File: src/rtl/parity_pkg.sv
// Shared definitions for the 7-bit parity frame path (transmitter, receiver, bench).
//   rx_state_t : receiver FSM states
//   DATA_W     : payload width
//   parity_ok  : 1 when XOR of data and parity bit matches the configured sense
package parity_pkg;

  localparam int unsigned DATA_W = 7;

  typedef enum logic [2:0] {
    IDLE,
    START,
    DATA,
    PARITY,
    STOP
  } rx_state_t;

  // odd = 0: even parity (XOR of data and p is 0); odd = 1: odd parity.
  function automatic logic parity_ok(input logic [DATA_W-1:0] data,
                                     input logic              p,
                                     input logic              odd);
    return ((^data) ^ p) == odd;
  endfunction

endpackage

File: src/rtl/parity_rx_sync_2ff.sv
// Two-flop synchronizer for one asynchronous input bit.
//   clk, reset_n : clock, asynchronous active-low reset (flops reset to 1)
//   d            : asynchronous input
//   q            : synchronized output, two clocks of latency
module sync_2ff (
  input  logic clk,
  input  logic reset_n,
  input  logic d,
  output logic q
);

  logic meta_q, meta_d;
  logic sync_q, sync_d;

  always_comb begin
    meta_d = d;
    sync_d = meta_q;
  end

  always_ff @(posedge clk or negedge reset_n) begin
    if (!reset_n) begin
      meta_q <= 1'b1;
      sync_q <= 1'b1;
    end else begin
      meta_q <= meta_d;
      sync_q <= sync_d;
    end
  end

  assign q = sync_q;

endmodule

File: src/rtl/parity_rx.sv
// Oversampling serial receiver for 7-bit parity-protected frames.
// Frame: start(0), D[0]..D[6] LSB first, parity, stop(1).
//   clk, reset_n   : clock, asynchronous active-low reset
//   rx_in          : serial line (idles high), synchronized internally
//   rx_data        : received word of the held frame
//   rx_parity_err  : parity mismatch for the held frame
//   rx_frame_err   : stop bit sampled low for the held frame
//   rx_valid/ready : frame handshake; frame consumed when both high
//   overrun        : sticky, a frame completed while the previous one was unconsumed
//   err_count      : saturating count of frames with parity or framing error
//   clr_err        : synchronous clear of err_count and overrun (wins over updates)
module parity_rx
  import parity_pkg::*;
#(
  parameter int unsigned OVERSAMPLE = 16,
  parameter bit          ODD_PARITY = 1'b0,
  parameter int unsigned ERR_CNT_W  = 8
) (
  input  logic                 clk,
  input  logic                 reset_n,
  input  logic                 rx_in,
  output logic [DATA_W-1:0]    rx_data,
  output logic                 rx_parity_err,
  output logic                 rx_frame_err,
  output logic                 rx_valid,
  input  logic                 rx_ready,
  output logic                 overrun,
  output logic [ERR_CNT_W-1:0] err_count,
  input  logic                 clr_err
);

  localparam int unsigned CNT_W = $clog2(OVERSAMPLE);
  localparam logic [CNT_W-1:0] CNT_MID  = CNT_W'(OVERSAMPLE / 2 - 1);
  localparam logic [CNT_W-1:0] CNT_LAST = CNT_W'(OVERSAMPLE - 1);

  logic line;

  sync_2ff u_sync (
    .clk     (clk),
    .reset_n (reset_n),
    .d       (rx_in),
    .q       (line)
  );

  rx_state_t          state_q, state_d;
  logic [CNT_W-1:0]   cnt_q, cnt_d;
  logic [2:0]         bit_idx_q, bit_idx_d;
  logic [DATA_W-1:0]  shift_q, shift_d;
  logic               par_q, par_d;

  logic [DATA_W-1:0]    rx_data_q, rx_data_d;
  logic                 rx_parity_err_q, rx_parity_err_d;
  logic                 rx_frame_err_q, rx_frame_err_d;
  logic                 rx_valid_q, rx_valid_d;
  logic                 overrun_q, overrun_d;
  logic [ERR_CNT_W-1:0] err_count_q, err_count_d;

  logic mid;
  logic complete;
  logic par_bad;
  logic frame_bad;

  // Receive FSM. cnt free-runs modulo OVERSAMPLE from the detected start edge,
  // so every bit is sampled at the same phase.
  always_comb begin
    state_d   = state_q;
    cnt_d     = (cnt_q == CNT_LAST) ? '0 : cnt_q + CNT_W'(1);
    bit_idx_d = bit_idx_q;
    shift_d   = shift_q;
    par_d     = par_q;
    complete  = 1'b0;
    mid       = (cnt_q == CNT_MID);
    par_bad   = !parity_ok(shift_q, par_q, ODD_PARITY);
    frame_bad = !line;

    unique case (state_q)
      IDLE: begin
        cnt_d = '0;
        if (!line) state_d = START;
      end
      START: begin
        if (mid) begin
          if (line) begin
            state_d = IDLE;
          end else begin
            state_d   = DATA;
            bit_idx_d = '0;
          end
        end
      end
      DATA: begin
        if (mid) begin
          shift_d = {line, shift_q[DATA_W-1:1]};
          if (bit_idx_q == 3'(DATA_W - 1)) state_d = PARITY;
          else                             bit_idx_d = bit_idx_q + 3'd1;
        end
      end
      PARITY: begin
        if (mid) begin
          par_d   = line;
          state_d = STOP;
        end
      end
      STOP: begin
        // Back to IDLE at the stop midpoint so a following start bit is caught.
        if (mid) begin
          complete = 1'b1;
          state_d  = IDLE;
        end
      end
      default: state_d = IDLE;
    endcase
  end

  // Output holding register, handshake, overrun and error counter.
  always_comb begin
    rx_data_d       = rx_data_q;
    rx_parity_err_d = rx_parity_err_q;
    rx_frame_err_d  = rx_frame_err_q;
    rx_valid_d      = rx_valid_q;
    overrun_d       = overrun_q;
    err_count_d     = err_count_q;

    if (rx_valid_q && rx_ready) rx_valid_d = 1'b0;

    if (complete) begin
      if (!rx_valid_q || rx_ready) begin
        rx_data_d       = shift_q;
        rx_parity_err_d = par_bad;
        rx_frame_err_d  = frame_bad;
        rx_valid_d      = 1'b1;
      end else begin
        overrun_d = 1'b1;
      end
      if ((par_bad || frame_bad) && (err_count_q != '1))
        err_count_d = err_count_q + ERR_CNT_W'(1);
    end

    if (clr_err) begin
      err_count_d = '0;
      overrun_d   = 1'b0;
    end
  end

  always_ff @(posedge clk or negedge reset_n) begin
    if (!reset_n) begin
      state_q         <= IDLE;
      cnt_q           <= '0;
      bit_idx_q       <= '0;
      shift_q         <= '0;
      par_q           <= 1'b0;
      rx_data_q       <= '0;
      rx_parity_err_q <= 1'b0;
      rx_frame_err_q  <= 1'b0;
      rx_valid_q      <= 1'b0;
      overrun_q       <= 1'b0;
      err_count_q     <= '0;
    end else begin
      state_q         <= state_d;
      cnt_q           <= cnt_d;
      bit_idx_q       <= bit_idx_d;
      shift_q         <= shift_d;
      par_q           <= par_d;
      rx_data_q       <= rx_data_d;
      rx_parity_err_q <= rx_parity_err_d;
      rx_frame_err_q  <= rx_frame_err_d;
      rx_valid_q      <= rx_valid_d;
      overrun_q       <= overrun_d;
      err_count_q     <= err_count_d;
    end
  end

  assign rx_data       = rx_data_q;
  assign rx_parity_err = rx_parity_err_q;
  assign rx_frame_err  = rx_frame_err_q;
  assign rx_valid      = rx_valid_q;
  assign overrun       = overrun_q;
  assign err_count     = err_count_q;

endmodule

File: config.mk
export PLATFORM = sky130hd
export DESIGN_NAME = parity_rx
export DESIGN_NICKNAME = d
export VERILOG_FILES = /design/src/rtl/parity_pkg.sv /design/src/rtl/parity_rx_sync_2ff.sv /design/src/rtl/parity_rx.sv
export SDC_FILE = /design/constraint.sdc
export NUM_CORES = 1
export LEC_CHECK = 0
export BUFFER_PORTS_ARGS = -buffer_cell sky130_fd_sc_hd__clkbuf_2
export CORE_MARGIN = 2
export CORE_UTILIZATION = 25
export DETAILED_ROUTE_END_ITERATION = 10
export GPL_ROUTABILITY_DRIVEN = 0
export GPL_TIMING_DRIVEN = 0
export HOLD_SLACK_MARGIN = 0.03
export PLACE_DENSITY = 0.53
export SLEW_MARGIN = 5
export SYNTH_ARGS = -nofsm -noshare
export SYNTH_HDL_FRONTEND = slang
export SYNTH_HIERARCHICAL = 1
export SYNTH_SLANG_ARGS = --single-unit
File: constraint.sdc
create_clock -name clk -period 4.6 [get_ports clk]
set_input_delay 0.46 -clock clk [delete_from_list [all_inputs] [get_ports clk]]
set_output_delay 0.46 -clock clk [all_outputs]
set_load 0.02 [all_outputs]
==> flow_summary_export.csv <==
group,metric,value,unit
logic_synthesis,netlist_top_cells_area,"dfrtp_1, mux2_2, xnor2_1",
route,wl,3.36,mm
logic_synthesis,synth_top_area_share,0.498,
power,vdd_drop_max,0.143,mV
global_routing,track_usage,0.0910,
logic_synthesis,ys_types,38,
placement,dp_slack,2.59,ns
global_routing,grt_pass1_wl,5.99,mm
logic_synthesis,synth-seq-cells,39,
route,vias,1291,
sta,setup_slack,2.58,ns
global_routing,grt_max_degree,40,
layout,final_cell_mix,"dfrtp_1, clkbuf_2, mux2_2",
sta,finalCritPeriodShare,0.440,
logic_synthesis,synth_nets,171,
global_routing,antenna_found_initial,0,
clock_network,cts.sinks,39,
layout,mostFrequentLayoutCell,"dfrtp_1",
worst_setup_path,cp.required,4.79,ns
sta,finClkSkew,0.00905,ns
sta,fmax,494,MHz
route,antenna_left,0,
worst_setup_path,crit_type,"reg2reg",
min_path,min_path_cells,1,
worst_setup_path,start_kind,"flip-flop",
floorplanning,fp.dieW,90.3,microns
floorplanning,dieArea,8150,sq um
floorplanning,core,7210,sq um
worst_setup_path,arrival,2.21,ns
placement,io_buffer_count,23,
min_path,hold_class,"in2reg",
worst_setup_path,r2r_setup_slack,2.58,ns
logic_synthesis,avgSynthCellArea,11.5,sq um
clock_network,clkTransAtPathRegs,0.08,ns
power,p_leak,1.05,nW
sta,drv_slew,0,
placement,hpwl,2.36,mm
route,first_pass_iters,4,
route,met1Wirelength,1.68,mm
clock_network,htree_levels,2,
clock_network,cts_tree,"built",
route,highest_layer,"met4",
logic_synthesis,synth-simple-area-share,0.147,
min_path,min_to,"u_sync/meta_q",
power,powerDensity,418,nW/um^2
logic_synthesis,synth_area,1860,sq um
sta,setup_viol,0,
clock_network,cts_hold_buf,0,
sta,slew-limit-headroom,0.354,
worst_setup_path,critPathMaxFanout,7,
clock_network,cts_setup_buffers,0,
sta,period_minus_slack,2.02,ns
logic_synthesis,synth_compound_area_frac,0.0861,
clock_network,clk_latency,0.29,ns
sta,rsz0062_at_grt,"no",
layout,nets,201,
min_path,min_from,"rx_in",
clock_network,clk_path_buf_depth,2,
run,maxCapViolations,0,
route,drt_iter0_drc,47,
route,drc,0,
logic_synthesis,synth_top_family_by_area,"multiplexers",
clock_network,clockRootBuffer,"clkbuf_8",
layout,antenna_cells,0,
logic_synthesis,synth_mux_area_frac,0.149,
worst_setup_path,endpoint_kind,"flip-flop",
clock_network,cts_buffers,5,
sta,tightest_slew,0.968,ns
global_routing,grt_overflow,0,
clock_network,cts_resized,0,
logic_synthesis,syn_inst,162,
layout,area_growth,20.0,%
floorplanning,row_count,31,
logic_synthesis,yosys.area.top_type,"dfrtp_1",
run_status,outcome,"finished clean",
global_routing,grt_pass1_vias,1267,
layout,drive_above_1_share,0.301,
floorplanning,start_util,0.258,
logic_synthesis,synth_xor_area_frac,0.0417,
logic_synthesis,synth.yosys.seq_area_share,0.526,
route,dr_wl_met3,126,microns
route,wl_met2,1.48,mm
sta,hold_violations,0,
worst_setup_path,r2r_start,"cnt_q[0]",
route,wl_per_cell,11.5,microns
sta,tns,0,ns
floorplanning,ios,24,
route,avgViaCountPerCell,4.42,
logic_synthesis,synth-warning-count,6,
logic_synthesis,synthAdderAreaFrac,0.0269,
worst_setup_path,r2r_cells,6,
worst_setup_path,reg2reg_to,"err_count[4]",
floorplanning,die_height,90.3,microns
[critical path, cell delays in order (launching register included)]
cell	delay, ns
dfrtp_1	0.39
ha_1	0.26
and3b_1	0.29
o2111a_1	0.35
nand4_1	0.12
a21oi_1	0.16
mux2_2	0.35
[sequential cells by signal, indices dropped and copies added, names as in the netlist]
name	cells
rx_frame_err	1
bit_idx_q	3
cnt_q	4
rx_valid	1
u_sync/meta_q	1
par_q	1
u_sync/q	1
overrun	1
shift_q	7
rx_parity_err	1
state_q	3
rx_data	7
err_count	8
[layer usage]
layer	global-route usage	vias to the layer above
li1	-	631
met1	0.121	628
met2	0.133	25
met3	0.0259	7
met4	0.0487	0
met5	0	-
[how the worst max path moves through the flow]
stage / startpoint / to / cells after the start
detailed placement: cnt_q[0] / err_count[4] / 6
global placement: cnt_q[0] / err_count[6] / 6
finish: cnt_q[0] / err_count[4] / 6
CTS: cnt_q[0] / err_count[4] / 6
floorplan: cnt_q[0] / err_count[6] / 6
global route: cnt_q[0] / err_count[4] / 6
[per-stage QoR]
stage	utilization	total power [W]	cells	hold slack, ns	instance area (sq um)
after floorplan	-	0.000557	162	0.164	1860
after global placement	0.291	0.000600	284	0.346	2100
after detailed placement	0.291	0.000603	284	0.356	2100
after CTS	0.309	0.000947	292	0.237	2230
after global routing	0.309	0.000989	292	0.244	2230
final	0.309	0.000934	292	0.244	2230
[cells in the mapped netlist, drive strengths merged]
cell type  count
a21boi         2
a21o           2
a21oi          9
a311oi         1
a31oi          1
a41o           1
and3           1
and3b          1
and4           1
buf            3
clkbuf         2
dfrtp         37
dfstp          2
ha             4
inv            4
mux2          22
mux2i          3
nand2          8
nand2b         4
nand3          4
nand3b         1
nand4          3
nand4b         1
nor2          15
nor2b          8
nor3           2
nor3b          1
o2111a         1
o21ai          5
o22ai          2
o31ai          1
or3            1
or3b           1
xnor2          8
[kinds of logic after synthesis]
logic type                 count (synthesis)
muxes                                     25
adders and majority gates                  4
DFF                                       39
and+or+nand+nor                           52
AOI/OAI and AO/OA                         25
xor gates and xnor gates                   8
buffers and inverters                      9
[cell type report]
class                           count  area, sq um
Buffer                              5         28.8
Clock buffer                        6         72.6
Clock inverter                      2         60.1
Fill cell                         757         4980
Inverter                            4         15.0
Multi-Input combinational cell    114          838
Sequential cell                    39          978
Tap cell                           99          124
Timing Repair Buffer               23          115
[where the power goes]
| part | switching (W) | total, W | internal [W] |
|---|---|---|---|
| clock | 0.000122 | 0.000339 | 0.000217 |
| sequential | 0.0000377 | 0.000420 | 0.000382 |
| combinational | 0.0000988 | 0.000176 | 0.0000769 |
(Power assumes the default switching activity.)
